`src/rtl/game_display_box_animator.sv`:
```
// ----------------------------------------------------------------------------
// game_display_box_animator
//
// Holds the live game-display rectangle that feeds the border renderer and
// slides each edge toward a requested target by at most STEP pixels per video
// frame. The rectangle only changes on a frame_tick edge, so the renderer
// never sees it move mid-frame.
//
// Ports:
//   clk, rst_n             clock, asynchronous active-low reset
//   frame_tick             one-cycle pulse per frame (in blanking)
//   load                   one-cycle pulse: latch target_* (clamped)
//   target_x0/y0/x1/y1     requested rectangle edges
//   game_display_x0..y1    current rectangle edges (registered)
//   busy                   high while animating
//   done                   one-cycle pulse when the rectangle arrives
// ----------------------------------------------------------------------------
module game_display_box_animator #(
    parameter int BORDER  = 5,
    parameter int STEP    = 4,
    parameter int H_MAX   = 639,
    parameter int V_MAX   = 479,
    parameter int INIT_X0 = 220,
    parameter int INIT_Y0 = 250,
    parameter int INIT_X1 = 420,
    parameter int INIT_Y1 = 400
) (
    input  logic       clk,
    input  logic       rst_n,
    input  logic       frame_tick,
    input  logic       load,
    input  logic [9:0] target_x0,
    input  logic [9:0] target_y0,
    input  logic [9:0] target_x1,
    input  logic [9:0] target_y1,
    output logic [9:0] game_display_x0,
    output logic [9:0] game_display_y0,
    output logic [9:0] game_display_x1,
    output logic [9:0] game_display_y1,
    output logic       busy,
    output logic       done
);

    typedef enum logic {IDLE, MOVING} state_t;

    // Edge order inside the packed arrays: [0]=x0 [1]=y0 [2]=x1 [3]=y1
    localparam logic [3:0][9:0] INIT_RECT = {10'(INIT_Y1), 10'(INIT_X1),
                                             10'(INIT_Y0), 10'(INIT_X0)};

    localparam logic [10:0] LO    = 11'(BORDER);
    localparam logic [10:0] X_HI  = 11'(H_MAX - BORDER);
    localparam logic [10:0] Y_HI  = 11'(V_MAX - BORDER);
    localparam logic [9:0]  STEP_W = 10'(STEP);

    state_t          state_q, state_d;
    logic [3:0][9:0] cur_q, cur_d;
    logic [3:0][9:0] tgt_q, tgt_d;
    logic            done_q, done_d;
    logic [3:0][9:0] tgt_clamped;

    // Compares are done one bit wider so large requests clamp cleanly.
    function automatic logic [9:0] clamp(input logic [9:0] v,
                                         input logic [10:0] lo,
                                         input logic [10:0] hi);
        logic [10:0] v11;
        logic [10:0] r;
        v11 = {1'b0, v};
        if (v11 < lo)      r = lo;
        else if (v11 > hi) r = hi;
        else               r = v11;
        return r[9:0];
    endfunction

    // Move one edge toward its target by at most STEP.
    function automatic logic [9:0] step_edge(input logic [9:0] cur,
                                             input logic [9:0] tgt);
        logic [9:0] r;
        r = cur;
        if (cur < tgt)
            r = ((tgt - cur) > STEP_W) ? cur + STEP_W : tgt;
        else if (cur > tgt)
            r = ((cur - tgt) > STEP_W) ? cur - STEP_W : tgt;
        return r;
    endfunction

    // Clamp each edge to the on-screen range, then keep the far edges from
    // falling below the near ones so the target is never inverted.
    always_comb begin
        tgt_clamped[0] = clamp(target_x0, LO, X_HI);
        tgt_clamped[1] = clamp(target_y0, LO, Y_HI);
        tgt_clamped[2] = clamp(target_x1, LO, X_HI);
        tgt_clamped[3] = clamp(target_y1, LO, Y_HI);
        if (tgt_clamped[2] < tgt_clamped[0]) tgt_clamped[2] = tgt_clamped[0];
        if (tgt_clamped[3] < tgt_clamped[1]) tgt_clamped[3] = tgt_clamped[1];
    end

    always_comb begin
        state_d = state_q;
        cur_d   = cur_q;
        tgt_d   = tgt_q;
        done_d  = 1'b0;
        case (state_q)
            IDLE: begin
                if (load) begin
                    tgt_d   = tgt_clamped;
                    state_d = MOVING;
                end
            end
            MOVING: begin
                // A tick always steps toward the targets held this cycle.
                if (frame_tick) begin
                    for (int i = 0; i < 4; i++)
                        cur_d[i] = step_edge(cur_q[i], tgt_q[i]);
                    if (cur_d == tgt_q) begin
                        state_d = IDLE;
                        done_d  = 1'b1;
                    end
                end
                // A new request overrides completion of the abandoned one.
                if (load) begin
                    tgt_d   = tgt_clamped;
                    state_d = MOVING;
                    done_d  = 1'b0;
                end
            end
            default: state_d = IDLE;
        endcase
    end

    always_ff @(posedge clk or negedge rst_n) begin
        if (!rst_n) begin
            state_q <= IDLE;
            cur_q   <= INIT_RECT;
            tgt_q   <= INIT_RECT;
            done_q  <= 1'b0;
        end else begin
            state_q <= state_d;
            cur_q   <= cur_d;
            tgt_q   <= tgt_d;
            done_q  <= done_d;
        end
    end

    assign game_display_x0 = cur_q[0];
    assign game_display_y0 = cur_q[1];
    assign game_display_x1 = cur_q[2];
    assign game_display_y1 = cur_q[3];
    assign busy            = (state_q == MOVING);
    assign done            = done_q;

endmodule

```
`config.mk`:
```
export PLATFORM = sky130hd
export DESIGN_NAME = game_display_box_animator
export DESIGN_NICKNAME = d
export VERILOG_FILES = /design/src/rtl/game_display_box_animator.sv
export SDC_FILE = /design/constraint.sdc
export NUM_CORES = 1
export LEC_CHECK = 0
export ABC_AREA = 1
export CORE_ASPECT_RATIO = 0.9
export CORE_MARGIN = 2
export CORE_UTILIZATION = 28
export CTS_CLUSTER_DIAMETER = 200
export CTS_CLUSTER_SIZE = 10
export DETAILED_ROUTE_END_ITERATION = 8
export PLACE_DENSITY_LB_ADDON = 0.12
export SETUP_SLACK_MARGIN = 0.3
export SYNTH_ARGS = -nofsm -noshare
export SYNTH_HDL_FRONTEND = slang
export SYNTH_SLANG_ARGS = --single-unit
```
`constraint.sdc`:
```
create_clock -name clk -period 3.5 [get_ports clk]
set_input_delay 0.35 -clock clk [delete_from_list [all_inputs] [get_ports clk]]
set_output_delay 0.35 -clock clk [all_outputs]
set_load 0.01 [all_outputs]
```
==> flow_summary.rst, run 1 <==
.. list-table::
   :header-rows: 1

   * - Metric
     - Value
   * - GRT Overall Usage
     - 22.14%
   * - Combined area of all synthesized cells
     - 11650 um^2
   * - Worst-skew pair later-pin latency
     - 0.36 ns
   * - Number of clock sinks
     - 82
   * - Standard-cell row count
     - 70
   * - Root Driver
     - sky130_fd_sc_hd__clkbuf_16
   * - Met3 track utilization from global routing
     - 2.263%
   * - Number of placed I/O pins
     - 86
   * - Ranking of synthesized cells by area
     - sky130_fd_sc_hd__nand2_1, sky130_fd_sc_hd__nand3_1, sky130_fd_sc_hd__ha_1, sky130_fd_sc_hd__dfrtp_1, sky130_fd_sc_hd__inv_1
   * - Drt wl/cell
     - 17.53 um
   * - Share of the clock period used by the worst path after layout
     - 91.11%
   * - Type of element launching the critical path
     - flip-flop
   * - Switching Fraction
     - 55.80%
   * - Combinational Power Share
     - 84.0%
   * - Mean number of vias per cell
     - 5.061
   * - Total die area
     - 43250 um^2
   * - Grt ovf
     - 0
   * - Kind of critical path
     - flip-flop to flip-flop
   * - Via count of the routed design
     - 14129
   * - Transition time of the tightest slew-check pin
     - 0.7254 ns
   * - Number of storage elements in the synthesis netlist
     - 82
   * - Met2 Use GR
     - 34.80%
   * - Post-detailed-placement cell area
     - 13980 um^2
   * - Critical-path top delay cell
     - sky130_fd_sc_hd__dfstp_2
   * - Net switching power
     - 9114 uW
   * - Warning count from the yosys run
     - 0
   * - Setup TNS Final
     - 0 ns
   * - Leading cell type in the layout, fill and taps excluded
     - sky130_fd_sc_hd__nand2_1
   * - Clock tree skew after final layout
     - 0.009803 ns
   * - CP delay by family, top
     - simple AND/OR/NAND/NOR gates
   * - Met1 global-route usage
     - 32.51%
   * - Final weighted congestion of routability-driven global placement
     - 0.9383
   * - Number of H-tree branching levels
     - 3
   * - Syn Area/Cell
     - 5.818 um^2
   * - Layout Cell Area excl Fill
     - 16280 um^2
   * - Pin count of the biggest net entering global routing
     - 59
   * - Post-layout min period
     - 3.189 ns
   * - CP dominant cell by count
     - sky130_fd_sc_hd__nand2_1
   * - Antenna Cells
     - 0
   * - Most area-hungry cell type in the Yosys netlist
     - sky130_fd_sc_hd__nand2_1
   * - Count of maximum capacitance violations
     - 0
   * - Synthesis-to-finish area growth
     - 39.77%
   * - Wire length of the first global-routing pass
     - 75040 um
   * - Ratio of cells with drive above 1 in the final layout
     - 26.64%
   * - Maximum net fanout on the critical path
     - 5
   * - Post-synth cell types
     - 48
   * - Die Ht
     - 197.5 um
   * - TritonCTS clock tree
     - built
   * - Power density of the placed cells
     - 1003 nW/um^2
   * - Critical path data required time
     - 3.74 ns
   * - Layer with the highest usage after global routing
     - met2
   * - TritonRoute pass-1 iters
     - 7
   * - Number of enable-type register cells in the synthesized netlist
     - 0
   * - Most used DFF post-synth
     - sky130_fd_sc_hd__dfrtp_1
   * - Arrival time at the worst endpoint
     - 3.43 ns
   * - Count of input and output buffers
     - 85
   * - Critical Path Sink Type
     - flip-flop
   * - Vias in the first global route
     - 13339
   * - Cts bufs inserted
     - 9
   * - Worst slew slack as a fraction of its limit
     - 51.64%
   * - Clock power share
     - 6.1%
   * - Worst IR Drop VDD
     - 0.3572 mV
   * - Cells along the critical path
     - ha_4, buf_4, nand2_2, nand2_2, a21oi_2, nand2_1, nand2_1, nand2_2, nor2_4, nand3_4, buf_6, buf_4, nand2_1, nand3_2, nand4_1, nand4_1, nor2_2, nand2_1, nor2_2, nand3_2, nand2_1, nand2_1
   * - Effective utilization at floorplan
     - 28.54%
   * - Synthesized instance count
     - 2002
   * - DRT Wirelength
     - 48950 um
   * - Top library cells by usage in the layout, fill and taps aside
     - sky130_fd_sc_hd__nand2_1, sky130_fd_sc_hd__nand3_1, sky130_fd_sc_hd__inv_1, sky130_fd_sc_hd__buf_4, sky130_fd_sc_hd__o21ai_0
   * - Number of nets in the layout
     - 2397
   * - Maximum clock frequency
     - 313.6 MHz
   * - Cell Int Power
     - 7218 uW
   * - Number of hold violations in the final report
     - 0
   * - Final slew viol count
     - 0
   * - Final standard cell utilization of the core
     - 39.89%
   * - Total half-perimeter wirelength after legalization and detailed placement
     - 38810 um
   * - RSZ-0062 raised after global routing
     - true
   * - Initial DRC Count
     - 1132
   * - DIE WIDTH
     - 219.0 um
   * - Clock Path Buffers
     - 2
   * - Status
     - finished clean
   * - Setup-violating endpoint count in the final report
     - 0
   * - Antenna Nets Post-Route
     - 0
   * - Share of the synthesized area in the top cell type
     - 21.88%
   * - Worst hold-check path type
     - input port to async pin
   * - Reported leakage power
     - 0.008020 uW
   * - Synthesized Nets
     - 2152
   * - Flop pwr share
     - 9.8%
   * - Antenna violations before repair
     - 0
   * - Clk pin slew, worst setup/hold paths
     - 0.08 ns
   * - Core region area
     - 40810 um^2
   * - Drt drc
     - 0
   * - Part of the Yosys area used for sequential elements
     - 18.00%
   * - Share of async-settable or async-resettable flops after synthesis
     - 100.0%
   * - Worst stage delay on the critical path
     - 0.66 ns
   * - Buf/Inv on CP
     - 3
[final timing paths]
| kind | start | end | slack [ns] | depth (start not counted) |
|---|---|---|---|---|
| worst max register to register | tgt_q[14] | busy | 0.31 | 22 |
| worst min-delay path | rst_n | game_display_y1[6] | 0.03 | 1 |
| max in group asynchronous | rst_n | game_display_x1[2] | 2.74 | 2 |
| worst max-delay path | tgt_q[14] | busy | 0.31 | 22 |
| min in group clk | game_display_x1[1] | game_display_x1[1] | 0.55 | 2 |
| worst min register to register | game_display_x1[1] | game_display_x1[1] | 0.55 | 2 |
[power by group through the flow]
stage | combinational [uW] | sequential, uW | clock [uW]
after floorplan | 6910 | 1800 | 0
after global placement | 11000 | 1580 | 0
after detailed placement | 11100 | 1580 | 0
after CTS | 12000 | 1580 | 1030
after global routing | 15200 | 1650 | 1070
final | 13700 | 1610 | 1000
[synth_stat cells (all sizes together), types with 3 or more instances]
cell type  number
nand2         687
nand3         293
inv           274
nor2          133
o21ai         127
ha            102
a21oi          78
nand4          59
dfrtp          46
dfstp          36
xor2           32
clkbuf         27
nor3           24
buf            19
o211ai          9
o21bai          9
xnor2           9
o22ai           5
or2             5
fa              4
nand3b          3
nor4            3
[stage by stage]
step / worst slack [ns] / total power, uW / hold WS (ns) / instances
floorplan: 0.3749 / 8712 / 0.05441 / 2002
global placement: -0.1268 / 12630 / 0.4335 / 2714
detailed placement: -0.1421 / 12630 / 0.4367 / 2714
CTS: 0.3000 / 14630 / 0.05483 / 2759
global route: 0.1297 / 17890 / 0.06699 / 2792
finish: 0.3110 / 16330 / 0.02681 / 2792
[registers in the layout, indices dropped and copies added, names as in the netlist]
| register | count |
|---|---|
| busy | 1 |
| done | 1 |
| game_display_x0 | 10 |
| game_display_x1 | 10 |
| game_display_y0 | 10 |
| game_display_y1 | 10 |
| tgt_q | 40 |
[kinds of logic (layout without fill, tap and decap cells)]
kind of cell | count (synthesis) | in the layout | share of synthesized area (%)
AO/OA/AOI/OAI | 241 | 241 | 11.33
other | 2 | 2 | 0.06448
AND/OR/NAND/NOR | 1208 | 1210 | 45.07
flip-flops | 82 | 82 | 18.00
adder cells (fa/ha/maj) | 106 | 106 | 11.64
XOR/XNOR | 41 | 41 | 3.083
buffers and inverters | 322 | 570 | 10.80
[area by class of cell]
type | instances | area [um^2]
clock inverters | 6 | 56.30
repair buffers | 278 | 2489
well taps | 540 | 675.6
inverters | 276 | 1051
clock buffers | 10 | 239.0
flip-flops and latches | 82 | 2102
fillers | 4520 | 24530
multi-input cells | 1600 | 9667
[repair_timing]
action | CTS | global route
buffers inserted | 28 | 29
cloned | 1 | 4
gates resized for setup | 124 | 292
hold buffers | 0 | 0
pin swaps | 33 | 101
setup endpoints to repair | 2 | 17
[per-layer routing]
metal	vias to the layer above	wire, um	part of all wire (%)
met3	53	2365	4.8
li1	7018	-	-
met5	-	0	0
met2	393	21590	44
met4	0	913	1.9
met1	6665	24070	49
(Power assumes the default switching activity.)
==> run 2: changes to the inputs <==
--- a/config.mk
+++ b/config.mk
@@ -17,3 +17,4 @@
 export SYNTH_ARGS = -nofsm -noshare
 export SYNTH_HDL_FRONTEND = slang
 export SYNTH_SLANG_ARGS = --single-unit
+export TNS_END_PERCENT = 20
==> flow_summary.rst, run 2 (same netlist as run 1, synthesis figures left out) <==
.. list-table::
   :header-rows: 1

   * - Metric
     - Value
   * - Total die area
     - 43250 um^2
   * - TritonRoute pass-1 iters
     - 7
   * - Standard-cell row count
     - 70
   * - # placed instances
     - 2714
   * - Reported leakage power
     - 0.008009 uW
   * - Type of element launching the critical path
     - flip-flop
   * - Final weighted congestion of routability-driven global placement
     - 0.9383
   * - Arrival time at the worst endpoint
     - 3.43 ns
   * - Core region area
     - 40810 um^2
   * - Last element of the critical path
     - busy
   * - DIE WIDTH
     - 219.0 um
   * - Kind of critical path
     - flip-flop to flip-flop
   * - Critical path data required time
     - 3.74 ns
   * - Post-cts hold buffer count
     - 0
   * - Wire length of the first global-routing pass
     - 75040 um
   * - GRT Overall Usage
     - 22.14%
   * - Power density of the placed cells
     - 1001 nW/um^2
   * - Antenna Cells
     - 0
   * - Setup-violating endpoint count in the final report
     - 0
   * - Count of maximum capacitance violations
     - 0
   * - Clock Path Buffers
     - 2
   * - Post-layout min period
     - 3.194 ns
   * - Synthesis-to-finish area growth
     - 39.50%
   * - Transition time of the tightest slew-check pin
     - 0.7259 ns
   * - Cts bufs inserted
     - 9
   * - Pin count of the biggest net entering global routing
     - 59
   * - Most flops, register
     - tgt_q
   * - Die Ht
     - 197.5 um
   * - Initial DRC Count
     - 1057
   * - Maximum clock frequency
     - 313.1 MHz
   * - Worst IR Drop VDD
     - 0.3574 mV
   * - Post-detailed-placement cell area
     - 13980 um^2
   * - Total half-perimeter wirelength after legalization and detailed placement
     - 38810 um
   * - Maximum net fanout on the critical path
     - 7
   * - Clk pin slew, worst setup/hold paths
     - 0.08 ns
   * - Drt drc
     - 0
   * - Number of hold violations in the final report
     - 0
   * - Total power
     - 16270 uW
   * - Number of nets in the layout
     - 2396
   * - Number of flip-flops under the largest register name
     - 40
   * - Worst hold-check path type
     - input port to async pin
   * - Grt ovf
     - 0
   * - DRT Wirelength
     - 48850 um
   * - Reg-to-reg setup timing slack
     - 0.31 ns
   * - Number of placed I/O pins
     - 86
   * - Destination of the worst register-to-register timing path
     - busy
   * - Layout Cell Area excl Fill
     - 16250 um^2
   * - Antenna violations before repair
     - 0
   * - Share of the clock period used by the worst path after layout
     - 91.25%
   * - Vias in the first global route
     - 13339
   * - Number of clock sinks
     - 82
   * - RSZ-0062 raised after global routing
     - true
   * - Setup TNS Final
     - 0 ns
   * - TritonCTS clock tree
     - built
   * - Status
     - finished clean
   * - Worst-skew pair later-pin latency
     - 0.36 ns
   * - Final standard cell utilization of the core
     - 39.81%
   * - Top library cells by usage in the layout, fill and taps aside
     - sky130_fd_sc_hd__nand2_1, sky130_fd_sc_hd__nand3_1, sky130_fd_sc_hd__inv_1, sky130_fd_sc_hd__buf_4, sky130_fd_sc_hd__o21ai_0
   * - Mean number of vias per cell
     - 5.074
   * - Depth of the worst register-to-register path
     - 23
   * - Effective utilization at floorplan
     - 28.54%
   * - Worst slew slack as a fraction of its limit
     - 51.61%
   * - Leading cell type in the layout, fill and taps excluded
     - sky130_fd_sc_hd__nand2_1
   * - Root Driver
     - sky130_fd_sc_hd__clkbuf_16
   * - Final slew viol count
     - 0
   * - Number of H-tree branching levels
     - 3
   * - Critical Path Sink Type
     - flip-flop
   * - Via count of the routed design
     - 14161
   * - Clock tree skew after final layout
     - 0.009529 ns
   * - Final standard cell count with taps included and fillers excluded
     - 2791
   * - Count of input and output buffers
     - 85
   * - Antenna Nets Post-Route
     - 0
   * - Drt wl/cell
     - 17.50 um
   * - Start point of the critical path
     - tgt_q[22]
   * - Ratio of cells with drive above 1 in the final layout
     - 26.48%
   * - Critical R2R Launch
     - tgt_q[22]
run 2: cell count changes in the layout (fill, tap and decap cells not counted):
cell / delta
sky130_fd_sc_hd__inv_1: +1
sky130_fd_sc_hd__a211oi_2: -1
sky130_fd_sc_hd__buf_4: +3
sky130_fd_sc_hd__inv_2: -1
sky130_fd_sc_hd__a211oi_1: +1
sky130_fd_sc_hd__o21ai_0: +1
sky130_fd_sc_hd__o21ai_2: -1
sky130_fd_sc_hd__buf_6: -4
run 2: stage by stage:
step,setup WS [ns],hold WS [ns]
2_1_floorplan,0.3749,0.05441
3_3_place_gp,-0.1268,0.4335
3_5_place_dp,-0.1421,0.4367
4_1_cts,0.3000,0.05483
5_1_grt,0.1297,0.06699
6_report,0.3062,0.02752
run 2: what timing repair did:
item                       4_1_cts  5_1_grt
cloned                           1        4
setup endpoints to repair        2       17
buffers inserted                28       28
pin swaps                       33      101
resized for setup              124      284
run 2: layer usage:
metal  GRT usage [%]  share of wire [%]  up-vias  routed length (um)
met4           4.655                1.9        0                 908
met3           2.263                4.2       53                2048
met5               0                  0        -                   0
met1           32.51                 50     6697               24430
li1                -                  -     7016                   -
met2           34.80                 44      395               21470
run 2: final cells by class:
type / instances / area [um^2]
inverter: 276 / 1051
clock inverter: 6 / 56.30
fill: 4519 / 24570
multi-input combinational: 1600 / 9658
sequential: 82 / 2102
timing repair buffer: 277 / 2466
clock buffer: 10 / 239.0
tap: 540 / 675.6
run 2: power by group:
part	switching, uW	internal, uW
logic	8340	5320
registers	282	1330
clock network	479	518
run 2: how the worst min path moves through the flow:
stage / endpoint / cells after the start
6_report: game_display_y1[6] / 1
5_1_grt: game_display_y1[6] / 1
4_1_cts: game_display_y1[6] / 1
3_5_place_dp: game_display_y1[6] / 1
3_3_place_gp: game_display_y1[2] / 1
2_1_floorplan: busy / 0
run 2: worst max-delay path, cell delays in order (launching register included):
cell                      delay [ns]
sky130_fd_sc_hd__dfstp_2        0.64
sky130_fd_sc_hd__ha_4           0.26
sky130_fd_sc_hd__buf_4          0.16
sky130_fd_sc_hd__buf_4          0.13
sky130_fd_sc_hd__xnor2_1        0.11
sky130_fd_sc_hd__nand2_1        0.06
sky130_fd_sc_hd__nand3_1        0.09
sky130_fd_sc_hd__nor2_2         0.13
sky130_fd_sc_hd__nand2_2        0.07
sky130_fd_sc_hd__nor2_4         0.17
sky130_fd_sc_hd__nand3_4        0.17
sky130_fd_sc_hd__buf_6          0.16
sky130_fd_sc_hd__nand2_1        0.06
sky130_fd_sc_hd__nand3_2        0.08
sky130_fd_sc_hd__nand4_1        0.12
sky130_fd_sc_hd__nand2_1        0.07
sky130_fd_sc_hd__inv_1          0.05
sky130_fd_sc_hd__nand2_1        0.06
sky130_fd_sc_hd__nor2_1         0.09
sky130_fd_sc_hd__nand2_1        0.09
sky130_fd_sc_hd__nor2_4         0.11
sky130_fd_sc_hd__nand3_2        0.08
sky130_fd_sc_hd__nand2_1        0.07
sky130_fd_sc_hd__nand2_1        0.06
==> run 3: changes to the inputs <==
--- a/config.mk
+++ b/config.mk
@@ -9,7 +9,7 @@
 export CORE_ASPECT_RATIO = 0.9
 export CORE_MARGIN = 2
 export CORE_UTILIZATION = 28
-export CTS_CLUSTER_DIAMETER = 200
+export CTS_CLUSTER_DIAMETER = 60
 export CTS_CLUSTER_SIZE = 10
 export DETAILED_ROUTE_END_ITERATION = 8
 export PLACE_DENSITY_LB_ADDON = 0.12
==> results of run 3 <==
Final layout, timing and power as in run 2 (identical DEF).
